## src/rtl/bfsk_modem_top.sv

```systemverilog
// bfsk_modem_top: square-wave BFSK loopback modem, modulator plus half-period-length demodulator
module bfsk_modem_top #(
  parameter int HALF0  = 10,
  parameter int HALF1  = 5,
  parameter int THRESH = 7,
  parameter int AMP    = 100,
  parameter int SW     = 8
) (
  input  logic clk,
  input  logic reset,
  input  logic data_in,
  input  logic start,
  output logic data_out
);
  localparam int HW = $clog2(HALF0 + 1);
  localparam logic signed [SW-1:0] AMP_S = SW'(AMP);
  if (!(HALF1 <= THRESH && THRESH < HALF0)) begin : g_bad_thresh
    $error("bfsk_modem_top: requires HALF1 <= THRESH < HALF0");
  end
  logic run, din_q, sign, neg, neg_q;
  logic [HW-1:0] hc, reload;
  logic [SW-1:0] lc;
  logic [SW:0] cnt;
  logic signed [SW-1:0] sample;
  assign reload = din_q ? HW'(HALF1 - 1) : HW'(HALF0 - 1);
  assign sample = !run ? '0 : sign ? AMP_S : -AMP_S;
  assign neg    = sample < 0;
  assign cnt    = (SW+1)'(lc) + (SW+1)'(1);
  always_ff @(posedge clk or negedge reset)
    if (!reset) begin
      run      <= 1'b0;
      din_q    <= 1'b0;
      sign     <= 1'b1;
      neg_q    <= 1'b0;
      hc       <= '0;
      lc       <= '0;
      data_out <= 1'b0;
    end else begin
      din_q <= data_in === 1'b1;
      run   <= run | start;
      neg_q <= neg;
      // idle preload lets the first half start with the right length right after run rises
      if (!run) hc <= reload;
      else if (hc == '0) begin
        sign <= ~sign;
        hc   <= reload;
      end else hc <= hc - 1'b1;
      if (run && neg != neg_q) begin
        lc       <= '0;
        data_out <= cnt <= (SW+1)'(THRESH);
      end else if (run) lc <= (&lc) ? lc : lc + 1'b1;
    end
endmodule

```

## config.mk

```make
export PLATFORM = sky130hd
export DESIGN_NAME = bfsk_modem_top
export DESIGN_NICKNAME = d
export VERILOG_FILES = /design/src/rtl/bfsk_modem_top.sv
export SDC_FILE = /design/constraint.sdc
export NUM_CORES = 1
export LEC_CHECK = 0
export BUFFER_PORTS_ARGS = -buffer_cell sky130_fd_sc_hd__buf_4
export CAP_MARGIN = 15
export CORE_MARGIN = 2
export CORE_UTILIZATION = 40
export CTS_CLUSTER_DIAMETER = 120
export DETAILED_ROUTE_END_ITERATION = 8
export PLACE_DENSITY = 0.59
export RECOVER_POWER = 50
export SYNTH_ARGS = -nofsm -noshare
export SYNTH_HDL_FRONTEND = slang
export SYNTH_SLANG_ARGS = --single-unit
```

## constraint.sdc

```tcl
create_clock -name clk -period 1.95 [get_ports clk]
set_clock_uncertainty 0.15 [all_clocks]
set_input_delay 0.39 -clock clk [delete_from_list [all_inputs] [get_ports clk]]
set_output_delay 0.39 -clock clk [all_outputs]
set_load 0.005 [all_outputs]
```

==> results of run 1 <==
-- layer usage --
| metal | part of all wire [%] | track usage [%] | routed length, µm |
|---|---|---|---|
| met1 | 45 | 20.43 | 762 |
| met2 | 49 | 24.17 | 829 |
| met3 | 4.3 | 5.085 | 72 |
| met4 | 0.95 | 5.556 | 16 |
| met5 | 0 | 0 | 0 |
-- cells in the mapped netlist, types with 2 or more instances --
| master | number |
|---|---|
| a21oi_1 | 4 |
| and2_1 | 2 |
| dfrtp_1 | 16 |
| ha_1 | 3 |
| inv_1 | 5 |
| nand2_1 | 3 |
| nand3_1 | 5 |
| nor2_1 | 7 |
| o2111ai_1 | 2 |
| o21ai_0 | 3 |
| o21ai_1 | 2 |
| or3_1 | 3 |
| xnor2_1 | 6 |
| xor2_1 | 4 |
-- cells by family after synthesis --
| group | count (synthesis) | share of synthesized area, % |
|---|---|---|
| compound gates | 21 | 16.00 |
| xor+xnor | 10 | 9.102 |
| fa+ha+maj | 3 | 3.902 |
| buf+inv | 9 | 5.721 |
| flops | 17 | 44.34 |
| mux | 1 | 1.040 |
| simple gates | 31 | 19.90 |
-- state kept, by name, summed over array words and instances, names as in the netlist --
signal,cells
lc,8
hc,4
data_out,1
din_q,1
neg_q,1
run,1
sign,1
-- path summary, 6_finish.rpt --
path,to,slack [ns],cells past startpoint
max,data_out,0.07,5
min,din_q,0.06,1
max reg2reg,data_out,0.07,5
min reg2reg,hc[0],0.31,1
max in group asynchronous,hc[2],0.51,2
min in group asynchronous,data_out,0.58,2
-- timing repair --
item                                    in CTS  in global routing
hold endpoints to repair                    16                  0
hold buffers                                 1                  0
gates resized for setup                      0                  3
endpoints found under the setup margin       0                  3
-- power breakdown --
part / leakage [nW] / switching (mW) / internal, mW
logic: 0.214 / 0.249 / 0.238
registers: 0.211 / 0.107 / 0.469
clock network: 0.0139 / 0.126 / 0.0781
-- cell type report --
type,count,area [µm²]
Timing Repair Buffer,6,43.79
Clock inverter,1,7.507
Clock buffer,3,22.52
Tap cell,28,35.03
Multi-Input combinational cell,66,488.0
Inverter,5,18.77
Fill cell,220,1191
Sequential cell,17,426.7
-- critical path: cells and delay by family (launching register included) --
kind                       cells  cell delay, ns
and+or+nand+nor                2            0.76
AOI/OAI and AO/OA              1            0.06
buffers and inverters          1            0.07
adders and majority gates      1            0.30
DFF                            1            0.44
==> flow_summary_export.csv, run 1 <==
group,metric,value,unit
detailed_routing,wirelength,1681,µm
worst_setup_path,arrival,1.92,ns
worst_setup_path,worst_ep_required_time,1.99,ns
placement,dp_cells,121,
global_route,antenna_found_initial,0,
worst_setup_path,max_stage_delay,0.64,ns
sta,tightest_slew,0.9284,ns
finish,synthToLayoutAreaGrowth,8.323,%
finish,antennaDiodeCount,0,
min_path,hold_start,"data_in",
finish,final_common_cell,"dfrtp_1",
cts,cts.sinks,17,
detailed_routing,vias_per_cell,5.524,
placement,dpl.hpwl,1174,µm
logic_synthesis,yosysSeqAreaShare,44.34,%
finish,final_cells,126,
sta,hold_viol_final,0,
global_route,grt_pass1_wl,3111,µm
worst_setup_path,path_cells,"inv_2 -> ha_1 -> or4_2 -> nand3_1 -> o41ai_2",
global_route,track_usage,15.66,%
detailed_routing,drc,0,
placement,post_dp_cell_area,998.5,µm²
pwr,leakage,0.4384,nW
run,maxCapViolCount,0,
die,coreArea,2233,µm²
sta,fin_ws,0.07283,ns
cts,clk_pin_slew_worst_paths,0.11,ns
pwr,power,1.267,mW
min_path,holdCritPathClass,"in -> reg",
sta,relSlewSlack,38.11,%
worst_setup_path,crit_path_end_kind,"flip-flop",
detailed_routing,dr_total_vias,696,
placement,place_ws,0.07055,ns
logic_synthesis,synth-main-ff-cell,"dfrtp_1",
cts,cts_buffers,3,
logic_synthesis,synthArstFlopShare,100.0,%
sta,fin_tns_setup,0,ns
logic_synthesis,synth_area_leaders,"dfrtp_1 42%, xnor2_1 5.5%, ha_1 3.9%, xor2_1 3.6%, dfstp_2 2.7%",
sta,holdWs,0.06217,ns
die,chipWidth,53.05,µm
finish,stdcell_area,1042,µm²
cts,cts_tree,"built",
finish,nets,106,
global_route,grt_max_degree,18,
logic_synthesis,syn_inst,92,
placement,io_buffers,4,
finish,final_cell_mix,"16 x dfrtp_1, 7 x nor2_1, 6 x xnor2_1",
sta,period_share,96.27,%
die,dieHeight,53.05,µm
cts,htreeDepth,1,
sta,fmax,532.7,MHz
logic_synthesis,synth.top_cell.area_share,41.61,%
logic_synthesis,syn_nets,99,
logic_synthesis,avgSynthCellArea,10.46,µm²
logic_synthesis,synth_seq_cells,17,
sta,period_minus_slack,1.877,ns
worst_setup_path,crit_type,"reg -> reg",
die,dieArea,2814,µm²
pwr,p_per_area,1216,nW/µm²
global_route,grt_pass1_vias,690,
sta,finalSetupViolCount,0,
run_status,status,"finished clean",
worst_setup_path,slowest_stage,"or4_2",
cts,cts_buffer_depth,2,
detailed_routing,drt_iter0_drc,24,
detailed_routing,antenna_left,0,
logic_synthesis,synth_top_cell_by_area,"dfrtp_1",
worst_setup_path,reg2reg_from,"lc[0]",
logic_synthesis,ys_warn_count,0,
logic_synthesis,synth.distinct_cells,41,
sta,slew_viol_final,0,
cts,cts_root_buf,"clkbuf_4",
die,initial_utilization,43.08,%
detailed_routing,wl_per_cell,13.34,µm
placement,gp_congestion,0.8210,
worst_setup_path,crit_start,"lc[0]",
worst_setup_path,critPathMaxFanout,5,
logic_synthesis,synth_area,962.2,µm²
sta,grt_setup_unrepaired,"no",
pwr,irDropWorstVdd,0.8120,mV
detailed_routing,first_pass_iters,4,
finish,drive_above_1_share,18.37,%
cts,cts_setup_buffers,0,
logic_synthesis,synth_edf_count,0,
cts,worstSkewPairLatency,0.30,ns
worst_setup_path,critPathLaunchType,"flip-flop",
die,num_rows,17,
global_route,grt-ovfl-total,0,
die,io_pins,5,
finish,final_util,46.67,%
Note: power is estimated with default switching activity, not from simulation.
==> run 2, diff against run 1 <==
Settings changed: REMOVE_ABC_BUFFERS set to 1.
==> flow_summary_export.csv, run 2 (synthesized netlist as in run 1, its figures left out) <==
group,metric,value,unit
run_status,status,"finished clean",
global_route,track_usage,15.08,%
run,maxCapViolCount,0,
finish,nFillCells,204,
pwr,power,1.289,mW
placement,gp_congestion,0.7912,
pwr,combinationalPowerShare,40.8,%
pwr,p_int,813.0,µW
worst_setup_path,arrival,1.90,ns
pwr,p_per_area,1222,nW/µm²
min_path,hold_path_depth,1,
detailed_routing,first_pass_iters,4,
cts,worstSkewPairLatency,0.29,ns
finish,largest_registers,"lc x8, hc x4",
detailed_routing,wl_per_cell,13.27,µm
finish,antennaDiodeCount,0,
finish,drive_above_1_share,20.00,%
finish,seq_area,426.7,µm²
worst_setup_path,rrSetupSlack,0.08,ns
worst_setup_path,r2r-end,"data_out",
cts,cts_setup_buffers,0,
global_route,grt_max_degree,18,
sta,hold_viol_final,0,
sta,grt_setup_unrepaired,"no",
worst_setup_path,slowest_stage,"or4_2",
finish,final_cell_mix,"16 x dfrtp_1, 7 x nor2_1, 6 x xnor2_1, 5 x buf_4",
cts,cts_tree,"built",
worst_setup_path,path_cells,"inv_2 -> ha_1 -> or4_2 -> nand3_2 -> o41ai_2",
pwr,switching_share,36.91,%
cts,cts_buffers,3,
die,num_rows,17,
cts,cts_root_buf,"clkbuf_4",
die,initial_utilization,43.08,%
finish,final_common_cell,"dfrtp_1",
worst_setup_path,critPathLaunchType,"flip-flop",
pwr,irDropWorstVdd,1.058,mV
sta,fin_tns_setup,0,ns
sta,tightest_slew,0.9166,ns
detailed_routing,drt_iter0_drc,20,
pwr,power.share.sequential,44.4,%
worst_setup_path,crit_type,"reg -> reg",
worst_setup_path,worst_ep_required_time,1.98,ns
sta,finalSetupViolCount,0,
sta,slew_viol_final,0,
placement,dp_cells,123,
global_route,grt_pass1_vias,680,
pwr,leakage,0.4548,nW
pwr,p_sw,475.7,µW
min_path,holdPathEnd,"din_q",
detailed_routing,antenna_left,0,
cts,clk_pin_slew_worst_paths,0.10,ns
cts,cts.sinks,17,
finish,multi_input_area,488.0,µm²
finish,final_cells,128,
global_route,grt-ovfl-total,0,
sta,holdWs,0.07260,ns
detailed_routing,drc,0,
global_route,grt_pass1_wl,2994,µm
finish,largest_reg_flops,8,
sta,relSlewSlack,38.89,%
placement,io_buffers,4,
sta,fmax,535.2,MHz
worst_setup_path,critPathTopFamily,"simple AND/OR/NAND/NOR gates",
pwr,pwr-share-clk,14.8,%
finish,nets,108,
sta,period_share,95.81,%
worst_setup_path,reg2reg_from,"lc[0]",
die,dieHeight,53.05,µm
placement,dpl.hpwl,1255,µm
worst_setup_path,critPathBufInv,1,
detailed_routing,dr_total_vias,692,
cts,htreeDepth,1,
die,chipWidth,53.05,µm
detailed_routing,vias_per_cell,5.406,
worst_setup_path,max_stage_delay,0.66,ns
cts,cts_buffer_depth,2,
global_route,antenna_found_initial,0,
finish,synthToLayoutAreaGrowth,9.623,%
die,coreArea,2233,µm²
min_path,holdCritPathClass,"in -> reg",
sta,period_minus_slack,1.868,ns
worst_setup_path,r2r_cells,5,
finish,top_register,"lc",
detailed_routing,wirelength,1699,µm
worst_setup_path,critPathMaxFanout,5,
worst_setup_path,crit_path_end_kind,"flip-flop",
die,dieArea,2814,µm²
die,io_pins,5,
min_path,hold_start,"data_in",
[run 2: cell types whose count changed in the layout (fill, tap and decap cells not counted), sizes merged]
| cell | delta |
|---|---|
| clkinv | +1 |
| clkinvlp | -1 |
| buf | +2 |
[run 2: power groups by stage]
stage          Sequential [mW]  Combinational, mW  Clock [mW]
4_1_cts                  0.572              0.524       0.201
5_1_grt                  0.595              0.586       0.220
2_1_floorplan            0.559              0.384           0
3_5_place_dp             0.579              0.522           0
3_3_place_gp             0.577              0.504           0
6_report                 0.573              0.525       0.191
[run 2: layer usage]
metal  wire length [µm]  up-vias  GRT usage [%]
li1                   -      347              -
met1                799      330          18.18
met2                814       11          23.54
met3                 61        4          5.650
met4                 23        0          7.265
met5                  0        -              0
[run 2: what timing repair did]
item                                    4_1_cts  5_1_grt
endpoints found under the setup margin        0        2
resized for setup                             0        3
endpoints found under the hold margin        16        0
hold buffers                                  1        0
[run 2: stage by stage]
step	worst slack (ns)	cell area, µm²	util [%]
finish	0.08161	1055	47.23
floorplan	0.1387	925.9	-
global placement	0.1026	1013	45.38
detailed placement	0.07468	1013	45.38
global route	0.01700	1055	47.23
CTS	0.06383	1051	47.06
[run 2: layout make-up]
cell class                 count  area share [%]
clock buffer                   3           2.135
clock inverter                 1          0.4745
inverter                       5           1.779
multi-input combinational     66           46.26
sequential                    17           40.45
tap                           28           3.321
timing repair buffer           8           5.575
[run 2: worst max-delay path by stage]
stage | to | slack [ns] | depth (start not counted) | startpoint
2_1_floorplan | data_out | 0.14 | 5 | lc[0]
3_3_place_gp | data_out | 0.10 | 5 | lc[0]
3_5_place_dp | data_out | 0.07 | 5 | lc[0]
4_1_cts | data_out | 0.06 | 5 | lc[0]
5_1_grt | data_out | 0.02 | 5 | lc[0]
6_report | data_out | 0.08 | 5 | lc[0]
